<file path="src/rtl/register_load_arbiter_pkg.sv">
// Shared types and defaults for the register load arbiter.
// State encoding, default parameters and burst counter width.
package register_load_arbiter_pkg;

  typedef enum logic {
    IDLE = 1'b0,
    LOAD = 1'b1
  } state_t;

  localparam int DEF_NREQ      = 4;
  localparam int DEF_WIDTH     = 8;
  localparam int DEF_MAX_BURST = 4;
  localparam int CNT_W         = 4;

endpackage

</file>
<file path="src/rtl/register_load_arbiter_rr_pick.sv">
// Round-robin picker: first set req at or after ptr, wrapping,
// optionally skipping excl_id. Outputs any and win_id.
module rr_pick #(
  parameter int NREQ = 4,
  parameter int ID_W = 2
) (
  input  logic [NREQ-1:0] req,
  input  logic [ID_W-1:0] ptr,
  input  logic            excl_en,
  input  logic [ID_W-1:0] excl_id,
  output logic            any,
  output logic [ID_W-1:0] win_id
);

  logic [ID_W-1:0] idx;

  always_comb begin
    any    = 1'b0;
    win_id = '0;
    idx    = ptr;
    for (int k = 0; k < NREQ; k++) begin
      if (!any && req[idx] &&
          !(excl_en && idx == excl_id)) begin
        any    = 1'b1;
        win_id = idx;
      end
      idx = (idx == ID_W'(NREQ - 1)) ?
            '0 : idx + 1'b1;
    end
  end

endmodule

</file>
<file path="src/rtl/register_load_arbiter.sv">
// Round-robin arbiter sharing one negedge register among NREQ requesters.
// Ports: Clk, Rst(n), req, lock, data -> reg_in, reg_enbar, gnt, gnt_id, busy.
module register_load_arbiter
  import register_load_arbiter_pkg::*;
#(
  parameter  int NREQ      = DEF_NREQ,
  parameter  int WIDTH     = DEF_WIDTH,
  parameter  int MAX_BURST = DEF_MAX_BURST,
  localparam int ID_W      = $clog2(NREQ)
) (
  input  logic                  Clk,
  input  logic                  Rst,
  input  logic [NREQ-1:0]       req,
  input  logic [NREQ-1:0]       lock,
  input  logic [NREQ*WIDTH-1:0] data,
  output logic [WIDTH-1:0]      reg_in,
  output logic                  reg_enbar,
  output logic [NREQ-1:0]       gnt,
  output logic [ID_W-1:0]       gnt_id,
  output logic                  busy
);

  state_t           state;
  logic [ID_W-1:0]  ptr;
  logic [ID_W-1:0]  pnext;
  logic [ID_W-1:0]  pick_ptr;
  logic [CNT_W-1:0] burst_cnt;
  logic             any;
  logic [ID_W-1:0]  win_id;
  logic             hold;
  logic [WIDTH-1:0] words [NREQ];

  for (genvar i = 0; i < NREQ; i++) begin : g_w
    assign words[i] = data[i*WIDTH +: WIDTH];
  end

  assign pnext = (gnt_id == ID_W'(NREQ - 1)) ?
                 '0 : gnt_id + 1'b1;

  // At LOAD exit the search restarts just past the
  // current winner and skips it.
  assign pick_ptr = busy ? pnext : ptr;

  rr_pick #(
    .NREQ (NREQ),
    .ID_W (ID_W)
  ) u_pick (
    .req     (req),
    .ptr     (pick_ptr),
    .excl_en (busy),
    .excl_id (gnt_id),
    .any     (any),
    .win_id  (win_id)
  );

  assign hold = req[gnt_id] && lock[gnt_id] &&
                (burst_cnt < CNT_W'(MAX_BURST));

  assign busy      = (state == LOAD);
  assign reg_enbar = ~busy;

  always_comb begin
    gnt = '0;
    if (busy) gnt[gnt_id] = 1'b1;
  end

  always_ff @(negedge Clk or negedge Rst) begin
    if (!Rst) begin
      state     <= IDLE;
      ptr       <= '0;
      gnt_id    <= '0;
      burst_cnt <= '0;
      reg_in    <= '0;
    end else begin
      unique case (state)
        IDLE: begin
          if (any) begin
            state     <= LOAD;
            gnt_id    <= win_id;
            reg_in    <= words[win_id];
            burst_cnt <= CNT_W'(1);
          end
        end
        LOAD: begin
          if (hold) begin
            reg_in    <= words[gnt_id];
            burst_cnt <= burst_cnt + 1'b1;
          end else begin
            ptr <= pnext;
            if (any) begin
              gnt_id    <= win_id;
              reg_in    <= words[win_id];
              burst_cnt <= CNT_W'(1);
            end else begin
              state <= IDLE;
            end
          end
        end
      endcase
    end
  end

endmodule

</file>
<file path="config.mk">
export PLATFORM = sky130hd
export DESIGN_NAME = register_load_arbiter
export DESIGN_NICKNAME = d
export VERILOG_FILES = /design/src/rtl/register_load_arbiter_pkg.sv /design/src/rtl/register_load_arbiter_rr_pick.sv /design/src/rtl/register_load_arbiter.sv
export SDC_FILE = /design/constraint.sdc
export NUM_CORES = 1
export LEC_CHECK = 0
export CELL_PAD_IN_SITES_DETAIL_PLACEMENT = 1
export CELL_PAD_IN_SITES_GLOBAL_PLACEMENT = 2
export CORE_UTILIZATION = 27
export DETAILED_ROUTE_END_ITERATION = 12
export HOLD_SLACK_MARGIN = 0.05
export PLACE_DENSITY = 0.84
export SYNTH_ARGS = -nofsm -noshare
export SYNTH_HDL_FRONTEND = slang
export SYNTH_SLANG_ARGS = --single-unit
</file>
<file path="constraint.sdc">
create_clock -name Clk -period 4.8 [get_ports Clk]
set_input_delay 0.72 -clock Clk [delete_from_list [all_inputs] [get_ports Clk]]
set_output_delay 0.72 -clock Clk [all_outputs]
set_load 0.1 [all_outputs]
</file>
==> impl_metrics.yaml <==
run_status:
  status: "finished with violations"
  failed_checks: "setup timing"
run:
  maxCapViolCount: 0
layout:
  syn2layout_area_growth_pct: 72.2
  nFillCells: 713
  stdcell_area_mm2: 0.00308
  nets: 331
  drive_above_1_share: 0.457
  insertedDiodeCount: 0
global_route:
  first_global_vias: 2060
  grt_antenna_before_repair: 0
  grt_max_degree: 19
  grt_pass1_wl_um: 10100
  track_usage: 0.181
  grt_overflow: 0
drt:
  wl_um: 6140
  drc_errors: 0
  avgViaCountPerCell: 5.42
  drt_first_pass_iters: 4
  routedWlPerCell_um: 17.1
  via_count: 1944
  antenna_left: 0
  drt_iter0_markers: 84
clock_network:
  clockBufferDepth: 2
  cts_buffers: 3
  tritoncts: "yes"
  clk_latency_ns: 0.27
  cts_hold_buf: 0
  htreeDepth: 1
  path_clk_slew_ns: 0.05
  cts.sinks: 17
  clock-root-buffer: "clkbuf_8"
logic_synthesis:
  netlist_instances: 196
  synth_edf_count: 0
  synthArstFlopShare: 1.00
  yosysWarnings: 0
  synth_cell_types: 56
  syn_area_mm2: 0.00179
  synth_nets: 244
  synth_area_per_cell_um2: 9.11
  synth_top_cell_by_area: "dfrtn_1"
  ys_seq_area_frac: 0.238
  yosys-top-cells-area: "dfrtn_1 24%, mux4_2 10%, o21ai_0 4.8%, mux2i_1 4.5%, ha_1 4.2%"
  ys_top_cells_by_count: "19 x nand2_1, 17 x dfrtn_1, 17 x o21ai_0, 13 x inv_1"
  synth_top_area_share: 0.238
  synth_ff_type: "dfrtn_1"
  synth_most_common_cell: "nand2_1"
  ys_seq_elements: 17
setup_path:
  arrival_ns: 2.62
  timing.rr.start: "gnt_id[0]"
  cp.required_ns: 2.51
  startpoint_type: "primary input"
  critical_path.slowest_cell: "mux2_2"
  critical_path.endpoint_type: "flop"
  worstReg2RegEnd: "reg_in[5]"
  crit_chain: "buf_6 > buf_4 > nor4_2 > a2111o_1 > a32oi_2 > o211a_4 > nor2_4 > buf_12 > mux2_2 > o221a_1"
  r2r_cells: 15
  slowest_delay_ns: 0.33
  rrSetupSlack_ns: 0.47
  path_class: "in -> reg"
  cp_max_fo: 8
timing:
  setup_tns_ns: -0.598
  relSlewSlack: 0.543
  hold_viol_final: 0
  rsz0062_at_grt: "yes"
  fin_worst_skew_ns: 0.00422
  setup_viol: 10
  fin_ws_ns: -0.107
  worst_slew_pin_slew_ns: 0.684
  drv_slew: 0
hold_path:
  holdPathEnd: "ptr[0]"
  hold_class: "reg -> reg"
  hold_start: "ptr[0]"
  worstHoldPathCells: 2
floorplanning:
  start_util: 0.281
  io_pins: 58
  rows: 29
  die_w_um: 83.3
  die_area_mm2: 0.00694
  core_mm2: 0.00635
  die_h_um: 83.3
placement:
  place_area_mm2: 0.00278
  io_buffers: 57
  place.gp.congestion: 0.823
  hpwl_um: 4610
-- timing repair --
action | CTS | global route
hold endpoints to repair | 0 | 0
buffers inserted | 8 | 3
pin swaps | 22 | 11
gates cloned | 0 | 0
setup endpoints to repair | 15 | 14
resized for setup | 56 | 11
-- per-layer routing --
layer  GRT usage  wire length, µm  vias up
li1            -                -      921
met1       0.229             2650      968
met2       0.334             3220       51
met3      0.0199              231        4
met4      0.0298               33        0
met5           0                0        -
-- critical path: cells and delay by family --
family                 cells  cell delay [ns]
AOI/OAI and AO/OA          4             0.80
and+or+nand+nor            2             0.38
buffers and inverters      3             0.37
muxes                      1             0.33
-- cell families after synthesis --
logic type	synth area share
compound gates	0.239
xor+xnor	0.00981
fa+ha+maj	0.0420
buf+inv	0.0596
flops	0.238
mux	0.227
simple gates	0.184
-- area by class of cell --
class	instances	area, µm²	area share
Sequential cell	17	425	0.138
Inverter	13	60.1	0.0195
Multi-Input combinational cell	154	1510	0.491
Clock buffer	4	45.0	0.0146
Tap cell	77	96.3	0.0313
Timing Repair Buffer	94	940	0.306
-- how the worst max path moves through the flow --
| stage | start | to | slack [ns] | cells past startpoint |
|---|---|---|---|---|
| after floorplan | gnt_id[0] | gnt[0] | -0.19 | 4 |
| after detailed placement | req[1] | reg_in[4] | -0.81 | 9 |
| after global routing | req[1] | reg_in[7] | -0.16 | 10 |
| after global placement | req[1] | reg_in[4] | -0.74 | 9 |
| after CTS | req[1] | reg_in[7] | -0.11 | 10 |
| final | req[3] | reg_in[4] | -0.11 | 10 |
-- per-stage QoR --
step | hold slack (ns) | utilization | instances | setup WS [ns]
final | 0.479 | 0.484 | 359 | -0.107
after CTS | 0.479 | 0.475 | 358 | -0.112
after floorplan | 0.386 | - | 196 | -0.192
after detailed placement | 0.456 | 0.438 | 347 | -0.806
after global placement | 0.408 | 0.438 | 347 | -0.742
after global routing | 0.496 | 0.484 | 359 | -0.156
-- flip-flops by register name (all words and copies together) (netlist names) --
| register | flops |
|---|---|
| reg_in | 8 |
| burst_cnt | 4 |
| gnt_id | 2 |
| ptr | 2 |
| busy | 1 |
-- placed cells by master (no fill, tap or decap), types with 2 or more instances in the layout --
cell type,count
mux2i_2,4
mux2_4,6
buf_6,5
o21ai_2,4
buf_12,10
o221ai_2,2
nand2_4,3
inv_1,10
and2_4,4
mux2_2,4
o211ai_1,2
mux4_2,8
o32a_1,3
o221a_1,3
nor3_1,4
mux2i_1,4
nand3_1,9
nand2b_1,2
clkdlybuf4s50_1,37
buf_4,41
nor2_4,3
o21ai_1,7
ha_1,3
o21ai_0,6
and3_1,2
a21oi_2,5
a21oi_1,5
ha_4,2
nand2_1,16
nand2b_4,2
clkbuf_8,3
nor2_1,5
dfrtn_1,17
Power is left out: the tool's default activity adds up to more than one toggle a clock period on the data nets, which glitch-free logic cannot reach.
